### config.mk
export PLATFORM = sky130hd
export DESIGN_NAME = pc_gen_flat
export DESIGN_NICKNAME = d
export VERILOG_FILES = /design/src/rtl/pc_gen_if.sv /design/src/rtl/pc_gen.sv /design/src/flat_wrapper.sv
export SDC_FILE = /design/constraint.sdc
export NUM_CORES = 1
export LEC_CHECK = 0
export ABC_AREA = 1
export ABC_CLOCK_PERIOD_IN_PS = 2400
export BUFFER_PORTS_ARGS = -buffer_cell sky130_fd_sc_hd__buf_2
export CAP_MARGIN = 20
export CORE_ASPECT_RATIO = 0.6
export CORE_MARGIN = 2
export CORE_UTILIZATION = 35
export DETAILED_ROUTE_END_ITERATION = 16
export PLACE_DENSITY_LB_ADDON = 0.1
export SLEW_MARGIN = 15
export SYNTH_ARGS = -nofsm -noshare
export SYNTH_HDL_FRONTEND = slang
export SYNTH_SLANG_ARGS = --single-unit
### constraint.sdc
create_clock -name clk -period 2.4 [get_ports clk]
set_clock_uncertainty 0.05 [all_clocks]
set_input_delay 0.36 -clock clk [delete_from_list [all_inputs] [get_ports clk]]
set_output_delay 0.36 -clock clk [all_outputs]
set_load 0.02 [all_outputs]
### src/rtl/pc_gen_if.sv
// ============================================================================
// Module      : pc_gen_if
// Description : Fetch-stage control and instruction-memory request bundle.
// Revision    : 1.0 - initial release
// ============================================================================
`default_nettype none

interface pc_gen_if #(
    parameter int ADDR_W  = 32,
    parameter int STALL_W = 6
);
    logic [STALL_W-1:0] stall;
    logic               if_ready;
    logic               branch_flag;
    logic [ADDR_W-1:0]  branch_target;
    logic               flush;
    logic [ADDR_W-1:0]  new_pc;
    logic [ADDR_W-1:0]  pc;
    logic               ce;
    logic               addr_err;

    // The PC generator side.
    modport master (
        input  stall, if_ready, branch_flag, branch_target, flush, new_pc,
        output pc, ce, addr_err
    );

    // The pipeline-control / memory side.
    modport slave (
        output stall, if_ready, branch_flag, branch_target, flush, new_pc,
        input  pc, ce, addr_err
    );
endinterface

`default_nettype wire

### src/rtl/pc_gen.sv
// ============================================================================
// Module      : pc_gen
// Description : Program-counter generator with stall/ready hold, one-deep
//               pending redirect buffer and highest-priority flush.
// Revision    : 1.0 - initial release
// ============================================================================
`default_nettype none

module pc_gen #(
    parameter int                ADDR_W    = 32,
    parameter logic [ADDR_W-1:0] RESET_VEC = '0,
    parameter int                FETCH_N   = 1,
    parameter int                STALL_W   = 6
) (
    input  wire logic   clk,
    input  wire logic   rst,
    pc_gen_if.master    bus
);

    localparam logic [ADDR_W-1:0] c_step = ADDR_W'(4 * FETCH_N);
    localparam logic [ADDR_W-1:0] c_mask = ~(c_step - ADDR_W'(1));

    typedef enum logic [1:0] {
        S_BOOT = 2'd0,
        S_RUN  = 2'd1,
        S_HOLD = 2'd2
    } state_t;

    state_t            r_state;
    state_t            w_state_nx;
    logic [ADDR_W-1:0] r_pc;
    logic [ADDR_W-1:0] w_pc_nx;
    logic [ADDR_W-1:0] r_pend;
    logic [ADDR_W-1:0] w_pend_nx;
    logic              r_err;
    logic              w_err_nx;
    logic              r_ce;
    logic              w_advance;
    logic [ADDR_W-1:0] w_seq;

    assign w_advance = r_ce & bus.if_ready & ~bus.stall[0];
    assign w_seq     = (r_pc & c_mask) + c_step;

    always_ff @(posedge clk or negedge rst) begin
        if (!rst) begin
            r_state <= S_BOOT;
            r_pc    <= RESET_VEC;
            r_pend  <= '0;
            r_err   <= 1'b0;
            r_ce    <= 1'b0;
        end else begin
            r_state <= w_state_nx;
            r_pc    <= w_pc_nx;
            r_pend  <= w_pend_nx;
            r_err   <= w_err_nx;
            r_ce    <= (w_state_nx != S_BOOT);
        end
    end

    always_comb begin
        w_state_nx = r_state;
        w_pc_nx    = r_pc;
        w_pend_nx  = r_pend;
        w_err_nx   = r_err;
        case (r_state)
            S_BOOT: begin
                w_state_nx = S_RUN;
                if (bus.flush) begin
                    w_pc_nx  = bus.new_pc;
                    w_err_nx = |bus.new_pc[1:0];
                end
            end
            default: begin
                if (bus.flush) begin
                    w_pc_nx    = bus.new_pc;
                    w_err_nx   = |bus.new_pc[1:0];
                    w_state_nx = S_RUN;
                end else if (bus.branch_flag && w_advance) begin
                    w_pc_nx    = bus.branch_target;
                    w_err_nx   = |bus.branch_target[1:0];
                    w_state_nx = S_RUN;
                end else if (bus.branch_flag) begin
                    // Newer redirect overwrites any older pending one.
                    w_pend_nx  = bus.branch_target;
                    w_state_nx = S_HOLD;
                end else if (r_state == S_HOLD && w_advance) begin
                    w_pc_nx    = r_pend;
                    w_err_nx   = |r_pend[1:0];
                    w_state_nx = S_RUN;
                end else if (r_state == S_RUN && w_advance) begin
                    w_pc_nx  = w_seq;
                    w_err_nx = 1'b0;
                end
            end
        endcase
    end

    assign bus.pc       = r_pc;
    assign bus.ce       = r_ce;
    assign bus.addr_err = r_err;

endmodule

`default_nettype wire

### src/flat_wrapper.sv
// flat-port wrapper written by rule: the top's interface ports become plain ports
module pc_gen_flat 
#(
    parameter int                ADDR_W    = 32,
    parameter logic [ADDR_W-1:0] RESET_VEC = '0,
    parameter int                FETCH_N   = 1,
    parameter int                STALL_W   = 6
)
  (clk, rst, bus_stall, bus_if_ready, bus_branch_flag, bus_branch_target, bus_flush, bus_new_pc, bus_pc, bus_ce, bus_addr_err);
  pc_gen_if #(.ADDR_W(ADDR_W), .STALL_W(STALL_W)) bus_i ();
  input  wire logic clk;
  input  wire logic rst;
  input wire logic [$bits(bus_i.stall)-1:0] bus_stall;
  input wire logic [$bits(bus_i.if_ready)-1:0] bus_if_ready;
  input wire logic [$bits(bus_i.branch_flag)-1:0] bus_branch_flag;
  input wire logic [$bits(bus_i.branch_target)-1:0] bus_branch_target;
  input wire logic [$bits(bus_i.flush)-1:0] bus_flush;
  input wire logic [$bits(bus_i.new_pc)-1:0] bus_new_pc;
  output wire logic [$bits(bus_i.pc)-1:0] bus_pc;
  output wire logic [$bits(bus_i.ce)-1:0] bus_ce;
  output wire logic [$bits(bus_i.addr_err)-1:0] bus_addr_err;
  assign bus_i.stall = bus_stall;
  assign bus_i.if_ready = bus_if_ready;
  assign bus_i.branch_flag = bus_branch_flag;
  assign bus_i.branch_target = bus_branch_target;
  assign bus_i.flush = bus_flush;
  assign bus_i.new_pc = bus_new_pc;
  assign bus_pc = bus_i.pc;
  assign bus_ce = bus_i.ce;
  assign bus_addr_err = bus_i.addr_err;
  pc_gen #(.ADDR_W(ADDR_W), .RESET_VEC(RESET_VEC), .FETCH_N(FETCH_N), .STALL_W(STALL_W)) u_core (.clk(clk), .rst(rst), .bus(bus_i));
endmodule
==> PnR_summary.wiki <==
{| class="wikitable"
! Metric !! Value
|-
| Total wire length || 14200 µm
|-
| Non-filler instance count after layout || 940
|-
| H-tree lvl count || 3
|-
| Synth Net Count || 750
|-
| GR Overflow Total || 0
|-
| Crit start category || flop
|-
| Area of the multi-input gates || 2290 µm²
|-
| Main synth FF type || sky130_fd_sc_hd__dfrtp_1
|-
| Count of mapped cells out of synthesis || 674
|-
| Hold Vio Cnt, Final || 0
|-
| Count of buffers inserted at the top-level ports || 103
|-
| Clock Latency Late Sink || 0.34 ns
|-
| Final ANT Viol Nets || 0
|-
| Initial cell density of the core || 36.5%
|-
| Leakage power of the design || 2.79 nW
|-
| Count of fill cells added during filler insertion || 1324
|-
| Flop and latch count out of synthesis || 68
|-
| Final setup TNS || 0 ns
|-
| Cell type with the largest total area after synthesis || sky130_fd_sc_hd__dfrtp_1
|-
| CTS tree || built
|-
| GRT Total Usage || 22.0%
|-
| Setup-violating endpoint count in the final report || 0
|-
| Cell Rows || 31
|-
| Global placer's final weighted congestion || 0.855
|-
| Kind of end point of the critical path || flop
|-
| Initial DRC count || 347
|-
| First drt pass iteration count || 5
|-
| Cts-stage hold buffer count || 0
|-
| Clock slew at the register clock pins of the worst setup and hold paths || 0.05 ns
|-
| First-pass GRT wire length || 23300 µm
|-
| Area growth syn-to-layout || 20.8%
|-
| Pin count of the biggest net entering global routing || 46
|-
| Most frequent cells in the layout || sky130_fd_sc_hd__nand2_1 (213), sky130_fd_sc_hd__buf_2 (103), sky130_fd_sc_hd__inv_1 (74)
|-
| Share of the yosys chip area belonging to registers || 38.0%
|-
| Worst slew pin tran || 0.724 ns
|-
| Final worst path period share || 80.8%
|-
| DR vias || 4567
|-
| Final instance area || 5410 µm²
|-
| Library cells used by synthesis || 33
|-
| Die area || 13700 µm²
|-
| Width of the die || 150 µm
|-
| Area of the placeable core || 12300 µm²
|-
| Antenna violations before repair || 0
|-
| Count of unresolved DRC violations after routing || 0
|-
| Number of warning messages in the yosys log || 0
|-
| Root buf cell || sky130_fd_sc_hd__clkbuf_16
|-
| Clock Path Buffers || 2
|-
| Post-CTS setup buffer count || 0
|-
| Worst rel slew slack || 51.7%
|-
| HPWL after detailed placement || 10100 µm
|-
| Min-delay worst type || input port to asynchronous set/reset pin
|-
| Commonest non-fill, non-tap cell in the layout || sky130_fd_sc_hd__nand2_1
|-
| Worst-path fanout max || 7
|-
| Finished Core Util || 44.1%
|-
| Mapped cell area || 4480 µm²
|-
| Via-to-Cell Ratio || 4.86
|-
| Ant diodes || 0
|-
| Average size of a mapped cell || 6.64 µm²
|-
| Share of the synthesized area in the top cell type || 38.0%
|-
| Max-slew violation count || 0
|-
| Final hold slack || 0.0336 ns
|-
| Fraction of synthesis flops using an asynchronous set or reset pin || 100%
|-
| CTS resizes || 0
|-
| Worst EP arrival || 2.15 ns
|-
| Worst Path Required || 2.61 ns
|-
| Number of CTS-inserted buffers || 9
|-
| Vias in the first global route || 4405
|-
| Wirelength per Cell || 15.1 µm
|-
| Number of placed instances, taps included || 925
|-
| Fraction of final layout cells sized beyond drive strength 1 || 21.0%
|-
| Synth area leaders || sky130_fd_sc_hd__dfrtp_1 (38%), sky130_fd_sc_hd__nand2_1 (18%), sky130_fd_sc_hd__a21oi_1 (7.5%), sky130_fd_sc_hd__inv_1 (6.2%), sky130_fd_sc_hd__nand3_1 (5.6%)
|-
| Outcome || finished, final reports clean
|-
| Number of enable-type register cells in the synthesized netlist || 0
|-
| Power per cell area || 705 nW/µm²
|-
| Final critical path time including I/O delays and setup || 1.94 ns
|-
| Vertical die dimension || 91.6 µm
|-
| Fmax achieved || 516 MHz
|-
| Num ports || 109
|-
| DP Area || 5140 µm²
|-
| Clock sink total || 68
|-
| Setup Crit Path Kind || flop to flop
|-
| Peak supply drop || 376 µV
|-
| Total of max-cap violations || 0
|-
| RSZ-0062 raised after global routing || no
|-
| FF+latch area || 1700 µm²
|-
| Final nets || 847
|}
-- Yosys cell counts, drive strengths merged (2+ instances only) --
library cell	count
nand2	220
inv	81
nor2	76
a21oi	70
dfrtp	68
nand3	51
o21ai	45
clkbuf	15
buf	14
o211ai	7
mux2	4
o21bai	4
xor2	4
xnor2	3
a211oi	2
or2	2
-- per-stage QoR --
step	setup WS (ns)	power [mW]
2_1_floorplan	0.695	2.20
3_3_place_gp	0.528	2.57
3_5_place_dp	0.497	2.59
4_1_cts	0.477	3.85
5_1_grt	0.284	4.07
6_report	0.460	3.81
-- final timing paths --
path / from / cells after the start / slack, ns / end
worst min-delay path: rst / 1 / 0.03 / u_core.r_pend[10]$_DFFE_PN0P_
worst max register to register: u_core.bus.pc[2]$_DFFE_PN0P_ / 11 / 0.46 / u_core.bus.pc[22]$_DFFE_PN0P_
max in group asynchronous: rst / 2 / 1.56 / u_core.r_pend[20]$_DFFE_PN0P_
worst min register to register: u_core.bus.pc[0]$_DFFE_PN0P_ / 2 / 0.43 / u_core.bus.pc[0]$_DFFE_PN0P_
min in group clk: bus_branch_target[15] / 2 / 0.23 / u_core.r_pend[15]$_DFFE_PN0P_
worst max-delay path: u_core.bus.pc[2]$_DFFE_PN0P_ / 11 / 0.46 / u_core.bus.pc[22]$_DFFE_PN0P_
-- where the power goes --
part / switching, mW / total (mW) / internal, mW
clock: 0.487 / 1.23 / 0.747
combinational: 0.638 / 1.01 / 0.373
sequential: 0.219 / 1.56 / 1.35
total: 1.34 / 3.81 / 2.46
-- metal layers --
metal / wire length (µm) / global-route usage, % / part of all wire (%)
met1: 7440 / 34.2 / 52
met2: 5710 / 31.1 / 40
met3: 954 / 4.52 / 6.7
met4: 95 / 4.48 / 0.67
met5: 0 / 0 / 0
-- state kept, by name, indices dropped and copies added (netlist names) --
signal,flops
u_core.bus.addr_err,1
u_core.r_state,2
u_core.bus.pc,32
u_core.bus.ce,1
u_core.r_pend,32
-- cell families after synthesis --
logic type               Yosys count  synth area share, %
AO/OA/AOI/OAI                    131                 15.8
XOR/XNOR                           7                 1.37
adder cells (fa/ha/maj)            1                0.279
buffers and inverters            111                 10.9
flip-flops                        68                 38.0
multiplexers                       4                 1.01
other                              1               0.0838
AND/OR/NAND/NOR                  351                 32.6
-- critical path: stages, from the launching register on --
cell and delay [ns]:
sky130_fd_sc_hd__dfrtp_1 0.44, sky130_fd_sc_hd__ha_1 0.27, sky130_fd_sc_hd__nand2_1 0.09, sky130_fd_sc_hd__nor2_2 0.14
sky130_fd_sc_hd__nand2_2 0.13, sky130_fd_sc_hd__nor2_4 0.26, sky130_fd_sc_hd__nand2_1 0.08, sky130_fd_sc_hd__nand2_1 0.06
sky130_fd_sc_hd__nand3_1 0.07, sky130_fd_sc_hd__nand2_1 0.09, sky130_fd_sc_hd__nand2_1 0.06, sky130_fd_sc_hd__a21oi_2 0.11
-- layout make-up --
type,count,share of cell area (%)
clock inverter,2,0.185
inverter,81,5.62
sequential,68,31.5
tap,165,3.82
clock buffer,13,4.81
timing repair buffer,116,11.8
multi-input combinational,495,42.3
Note: power is estimated with default switching activity, not from simulation.
